<file path="src/rtl/issue_scheduler.sv">
// Issue arbiter: picks one ready reservation-station entry per cycle into a single-entry issue register.
// Latency: grant is combinational in the request cycle; fu_valid/fu_sel/fu_rob_idx appear one cycle later.
// Backpressure: while the issue register is held and fu_ready=0, grant stays 0 and the register is frozen.
// Define ISSUE_SCHED_AGE_EN for oldest-first (ROB age) selection; otherwise round-robin selection is built.
module issue_scheduler #(
  parameter int NUM_REQ       = 4,
  parameter int ROB_IDX_WIDTH = 5,
  parameter int CNT_WIDTH     = 16
) (
  input  logic                             clk,
  input  logic                             rst_n,
  input  logic [NUM_REQ-1:0]               req,
  input  logic [NUM_REQ*ROB_IDX_WIDTH-1:0] req_rob_idx,
  input  logic [ROB_IDX_WIDTH-1:0]         rob_head,
  input  logic                             flush,
  output logic [NUM_REQ-1:0]               grant,
  output logic                             fu_valid,
  output logic [$clog2(NUM_REQ)-1:0]       fu_sel,
  output logic [ROB_IDX_WIDTH-1:0]         fu_rob_idx,
  input  logic                             fu_ready,
  output logic [CNT_WIDTH-1:0]             issue_count,
  output logic [CNT_WIDTH-1:0]             stall_count
);

  localparam int SEL_W = $clog2(NUM_REQ);

  typedef enum logic {EMPTY = 1'b0, HELD = 1'b1} state_t;

  state_t           state;
  logic             slot_free;
  logic             arb_en;
  logic [SEL_W-1:0] win;
  logic             found;

  // The slot can take a new instruction if empty or if the FU drains it this cycle.
  assign slot_free = (state == EMPTY) || fu_ready;
  // Reset and flush both suppress arbitration so no entry is consumed and lost.
  assign arb_en    = rst_n && slot_free && !flush && (|req);
  assign fu_valid  = (state == HELD);

`ifdef ISSUE_SCHED_AGE_EN
  logic [ROB_IDX_WIDTH-1:0] age_cur;
  logic [ROB_IDX_WIDTH-1:0] best_age;

  // Oldest-first: smallest modular distance from the ROB head; strict compare keeps the lowest index on ties.
  always_comb begin
    win      = '0;
    found    = 1'b0;
    age_cur  = '0;
    best_age = '1;
    for (int i = 0; i < NUM_REQ; i++) begin
      if (req[i]) begin
        age_cur = req_rob_idx[i*ROB_IDX_WIDTH +: ROB_IDX_WIDTH] - rob_head;
        if (!found || (age_cur < best_age)) begin
          best_age = age_cur;
          win      = SEL_W'(i);
          found    = 1'b1;
        end
      end
    end
  end
`else
  logic [SEL_W-1:0] rr_ptr;
  logic [SEL_W-1:0] cand_idx;
  int               cand;
  logic             unused_rob_head;

  // Age information is not needed when selection is round-robin.
  assign unused_rob_head = ^rob_head;

  // Round-robin: scan from the pointer upward with wrap, first requester wins.
  always_comb begin
    win      = '0;
    found    = 1'b0;
    cand     = 0;
    cand_idx = '0;
    for (int k = 0; k < NUM_REQ; k++) begin
      cand = int'(rr_ptr) + k;
      if (cand >= NUM_REQ) begin
        cand = cand - NUM_REQ;
      end
      cand_idx = SEL_W'(cand);
      if (!found && req[cand_idx]) begin
        win   = cand_idx;
        found = 1'b1;
      end
    end
  end

  // Pointer moves just past the winner on every grant.
  always_ff @(posedge clk or negedge rst_n) begin
    if (!rst_n) begin
      rr_ptr <= '0;
    end else if (arb_en) begin
      rr_ptr <= (win == SEL_W'(NUM_REQ - 1)) ? '0 : win + 1'b1;
    end
  end
`endif

  // One-hot grant only for the winner; arb_en already implies the winner is requesting.
  always_comb begin
    grant = '0;
    if (arb_en && found) begin
      grant[win] = 1'b1;
    end
  end

  // Issue-register FSM: flush empties it, a grant loads it, a drain with no new grant empties it.
  always_ff @(posedge clk or negedge rst_n) begin
    if (!rst_n) begin
      state      <= EMPTY;
      fu_sel     <= '0;
      fu_rob_idx <= '0;
    end else if (flush) begin
      state <= EMPTY;
    end else if (arb_en) begin
      state      <= HELD;
      fu_sel     <= win;
      fu_rob_idx <= req_rob_idx[win*ROB_IDX_WIDTH +: ROB_IDX_WIDTH];
    end else if (slot_free) begin
      state <= EMPTY;
    end
  end

  // Performance counters: issues wrap, stalls saturate; flush cycles are not counted and never clear them.
  always_ff @(posedge clk or negedge rst_n) begin
    if (!rst_n) begin
      issue_count <= '0;
      stall_count <= '0;
    end else if (fu_valid && !flush) begin
      if (fu_ready) begin
        issue_count <= issue_count + 1'b1;
      end else if (stall_count != '1) begin
        stall_count <= stall_count + 1'b1;
      end
    end
  end

endmodule

</file>
<file path="config.mk">
export PLATFORM = sky130hd
export DESIGN_NAME = issue_scheduler
export DESIGN_NICKNAME = d
export VERILOG_FILES = /design/src/rtl/issue_scheduler.sv
export SDC_FILE = /design/constraint.sdc
export NUM_CORES = 1
export LEC_CHECK = 0
export CORE_UTILIZATION = 42
export CTS_BUF_LIST = sky130_fd_sc_hd__clkbuf_8
export DETAILED_ROUTE_END_ITERATION = 6
export PLACE_DENSITY = 0.76
export SLEW_MARGIN = 20
export SYNTH_ARGS = -nofsm -noshare
export SYNTH_HDL_FRONTEND = slang
export SYNTH_SLANG_ARGS = --single-unit
</file>
<file path="constraint.sdc">
create_clock -name clk -period 1.85 [get_ports clk]
set_input_delay 0.37 -clock clk [delete_from_list [all_inputs] [get_ports clk]]
set_output_delay 0.37 -clock clk [all_outputs]
set_load 0.1 [all_outputs]
</file>
**Word level (Yosys, flattened, before mapping)**

Cells that the tools add are included.

- Word-level logic and storage cells: 79
- Register bits after elaboration: 42
- Input bits: 33
- Output and inout bits: 44
- Memories kept: 0
- Bits in latches: 0
- Memory bits (writable): 0
- ROM bits: 0

- Multiply operators: 1
- Eq/ne operators: 2
- Add/sub/neg operators: 10
- Bitwise operators: 3
- Shifts and indexed selects: 1
- Magnitude comparators: 10
- Reductions and logical operators: 19
- Div/mod/pow operators: 0
- Mux-type cells: 27

Operator list:

| operator | count |
|---|---|
| adder 16 x 1 -> 16 bit (second input constant) | 2 |
| indexed part select 20 x 6 -> 5 bit | 1 |
| 2-to-1 mux 2 bit | 9 |
| != test 16 bit (second input constant) | 1 |
| < comparator 2 x 3 -> 1 bit (second input constant) | 5 |
| 2-to-1 mux 1 bit | 12 |
| greater-or-equal comparator 3 bit (second input constant) | 3 |
| logical AND 1 bit | 9 |
| binary-select mux 1 bit (select 2 bit) | 4 |
| subtractor 2 x 1 -> 2 bit (second input constant) | 4 |
| adder 2 x 2 -> 3 bit (second input constant) | 2 |
| multiplier 2 x 3 -> 5 bit (second input constant) | 1 |
| zero test 1 bit | 4 |
| 2-to-1 mux 4 bit | 1 |
| AND reduction 2 bit | 2 |
| OR reduction 4 bit | 1 |
| adder 2 x 1 -> 3 bit (second input constant) | 1 |
| greater-or-equal comparator 2 x 3 -> 1 bit (second input constant) | 1 |
| inverter 1 bit | 3 |
| AND reduction 3 bit | 1 |
| nonzero test 3 bit | 1 |
| adder 2 x 1 -> 2 bit (second input constant) | 1 |
| demux 1 bit (select 2 bit) | 1 |
| equality test 2 bit (second input constant) | 1 |
| other kinds (2) | 2 |

**Depth between registers and ports, before layout**

- Depth in word-level cells: 19
- Depth in mapped cells: 7
- Depth with buffers taken out: 7

**Worst setup path before layout**

No wires, ideal clock.

- Kind: register to output
- From: register state (netlist: fu_valid)
- To: output grant[0]
- Arrival: 2.645 ns
- Required time: 1.480 ns
- Cell stages (with the launch flop): 6
- Setup slack: -1.165 ns
- Path buffers: 1
- Path through: dfrtp_1 > nand2b_1 > and4b_1 > buf_2 > nand2b_1 > nor2_1

- Cells in the longest elaborated chain, start to end: 7

RTL lines:

| item | RTL line | RTL |
|---|---|---|
| from (decl) | 29 | `state_t state;` |
| from (signal assigned) | 111 | `state <= EMPTY;` |
| from (signal assigned) | 115 | `state <= EMPTY;` |
| from (signal assigned) | 117 | `state <= HELD;` |
| inverter 1 bit | 36 | `assign slot_free = (state == EMPTY) \|\| fu_ready;` |
| logical OR 1 bit | 36 |  |
| logical AND 1 bit (3 in a row) | 38 | `assign arb_en = rst_n && slot_free && !flush && (\|req);` |
| logical AND 1 bit | 103 | `if (arb_en && found) begin` |
| 2-to-1 mux 4 bit | 103 |  |
| to (decl) | 16 | `output logic [NUM_REQ-1:0] grant,` |

No other way between the ends.

**Worst setup path in the final report**

- From: register rr_ptr[1]
- To: output grant[3]

- Cells in the longest elaborated chain, start to end: 19
- Elaborated cells on any way between the ends: 44
- Classes of those cells: add/sub (7); order compare (6); mux (23); reduce/logical (8)

RTL lines:

| item | RTL line | RTL |
|---|---|---|
| from (decl) | 63 | `logic [SEL_W-1:0] rr_ptr;` |
| from (signal assigned) | 95 | `rr_ptr <= (win == SEL_W'(NUM_REQ - 1)) ? '0 : win + 1'b1;` |
| branches (longest 18 deep; another with adder 2 x 1 -> 3 bit) | n/a |  |
| 2-to-1 mux 4 bit (*) | 103 |  |

Every way passes the cells marked *. The select of a mux whose other input is x is not followed.

==> results.md <==
- Initial DRC count: approximately 120
- Yosys reg bits: 42
- Critical-path cell list: and3b_1, o21a_1, a211oi_4, ha_2, and2_4, buf_12
- Crit end category: output pin
- Synth Flop Type: dfrtp_1
- Syn_area_per_cell: about 11 um^2
- Failing checks: setup timing
- Critical path data required time: between 1000 and 1500 ps
- Number of hold violations in the final report: 0
- Net count after synthesis: 230
- # hold bufs at CTS: 0
- Std-Cell Rows: 25
- Critical Path Fanout Max: 4
- Area contributors post-synth: dfrtp_1, xnor2_1, nand2_1, mux2i_1, nand4_1
- Remaining global-route overflow: 0
- Setup Crit Path Kind: flip-flop to output pin
- GRT Util Overall: 22.8%
- Initial antenna violation count: 0
- Count leader, synth: dfrtp_1
- Via count of the first global-routing pass: 1,954
- Largest net degree at the start of global routing: 43
- Via count: roughly 1,900
- Lkg Pwr: between 0.0015 and 0.002 uW
- Core footprint: approximately 4800 um^2
- Top cells by instance count after synthesis: dfrtp_1, xnor2_1, nand2_1
- Yosys top cell area share: a little under 50%
- # setup viols final: 5
- Worst setup SP type: flip-flop
- # fillers: between 200 and 300
- Die footprint: about 5400 um^2
- CP max-delay cell: dfrtp_2
- Max Clk Rate: between 0.4 and 0.5 GHz
- Peak supply drop: approximately 1400 uV
- Chip Width: between 70 and 80 um
- Post-synth EDFFs: 0
- DRT Wirelength: just under 6000 um
- Max stage delay on crit path: 440 ps
- Boundary Pins: 77
- Count of pins over their slew limit: 0
- Port bufs: 71
- Worst hold margin: 179 ps
- Mapped Cells: between 150 and 200
- CTS Sinks: 42
- Sequential share of the synthesized area: 48.8%
- CTS Root Cell: clkbuf_8
- Share of cells above drive strength 1: 47.7%
- Clock Skew: ~8.2 ps
- CTS HTree Levels: 2
- Register Area: 1120 um^2
- Worst skew pair latency: roughly 300 ps
- Arrival time worst endpoint: ~1900 ps
- Max-cap viol count: 0
- Hold WC Path Type: input port to async pin
- PD cells: 1210 nW/um^2
- CTS buffer count: 5
- Drt pass-1 iters: 4
- Yosys warning count: 0
- Slew margin rel.: ~64%
- Area of the multi-input gates: approximately 1200 um^2
- First-pass GRT wire length: between 9000 and 10,000 um
- Worst Setup Slack, final: -386 ps
- Status: complete, but fails checks
- Clock-pin slew on the worst setup and hold paths: approximately 80 ps
- GPL Wtd Cong: 0.831
- Design Power: about 4700 uW
- NumNets Final: 337
- Least-Margin Pin Slew: between 500 and 600 ps
- Post-route minimum period: roughly 2200 ps
- CTS tree: built
- Die H: between 70 and 80 um
- Post-synth top area cell: dfrtp_1
- Tcrit/Tclk final: 121%
- Post-Syn Area: roughly 2200 um^2
- Drc violations: 0
- Synth cell types: 40
- Routed vias/inst: a little over 5
- FFs w/ async S/R, synth: 100%
- RSZ-0062 raised after global routing: yes
- Area grow syn2layout: 81.5%
- ANT nets after route: 0
- Dpl hpwl: approximately 4400 um
- Avg WL per Cell: between 15 and 20 um
- ANT cells: 0
- Longest Clk Path Bufs: 2
- Starting density of the core: between 40% and 50%
## state kept, by name, indices dropped and copies added, names as in the netlist
| name | cells |
|---|---|
| fu_sel | 2 |
| rr_ptr | 2 |
| fu_valid | 1 |
| stall_count | 16 |
| fu_rob_idx | 5 |
| issue_count | 16 |
## area by class of cell
| class | instances | area share [%] |
|---|---|---|
| repair buffers | 104 | 36.0 |
| flip-flops and latches | 42 | 28.7 |
| clock buffers | 5 | 1.76 |
| inverters | 1 | 0.224 |
| multi-input cells | 147 | 30.2 |
| clock inverters | 3 | 1.06 |
| well taps | 67 | 2.15 |
## worst paths after layout
| path | slack [ps] | startpoint | to | depth (start not counted) |
|---|---|---|---|---|
| min | 180 | rst_n | fu_rob_idx[1] | 2 |
| max reg2reg | -50 | rr_ptr[1] | fu_rob_idx[1] | 7 |
| min in group clk | 520 | issue_count[8] | issue_count[8] | 1 |
| max | -390 | rr_ptr[1] | grant[3] | 6 |
| max in group asynchronous | 1260 | rst_n | stall_count[8] | 2 |
| min reg2reg | 520 | issue_count[8] | issue_count[8] | 1 |
## layout by cell type (no fill, tap or decap), types with 6 or more instances in the layout
cell	n
clkdlybuf4s50_1	22
xor2_1	6
buf_4	30
dfrtp_1	12
xnor2_1	22
dfrtp_2	17
buf_12	44
dfrtp_4	13
nor2_1	10
nand2_1	20
and3_1	6
nand4_1	9
nand3_1	9
## critical path, delay by kind of cell (launching register included)
family / cells / cell delay [ps]
AOI/OAI and AO/OA: 2 / 410
adders and majority gates: 1 / 230
buffers and inverters: 1 / 170
DFF: 1 / 440
and+or+nand+nor: 2 / 320
## power breakdown
group / internal, uW / switching [uW]
Combinational: 1070 / 1580
Clock: 397 / 324
Sequential: 1110 / 234
Total: 2580 / 2140
## repair_timing
item / 4_1_cts / 5_1_grt
pin swaps: 6 / 8
endpoints found under the setup margin: 9 / 11
resized for setup: 12 / 16
setup buffers: 3 / 1
hold endpoints to repair: 0 / 0
## cells by family after synthesis
family,share of synthesized area [%]
AND/OR/NAND/NOR,21.0
XOR/XNOR,11.4
multiplexers,4.36
buffers and inverters,1.28
AO/OA/AOI/OAI,11.3
flip-flops,48.8
adder cells (fa/ha/maj),1.74
## per-stage QoR
stage | utilization [%] | instances | cell area [um^2] | setup slack [ps] | TNS, ps
after floorplan | - | 194 | 2260 | -199 | -597
after detailed placement | 76.4 | 357 | 3680 | -538 | -7470
final | 81.1 | 369 | 3910 | -386 | -1350
after global routing | 81.1 | 369 | 3910 | -456 | -1820
after CTS | 79.6 | 368 | 3840 | -453 | -1490
after global placement | 76.4 | 357 | 3680 | -496 | -5950
## metal layers
layer	track usage [%]	share of wire, %	wire length, um	up-vias
li1	-	-	-	906
met1	30.2	43	2520	950
met2	38.1	52	3050	56
met3	4.94	3.6	212	6
met4	5.77	1.1	63	0
met5	0	0	0	-
(Power assumes the default switching activity.)
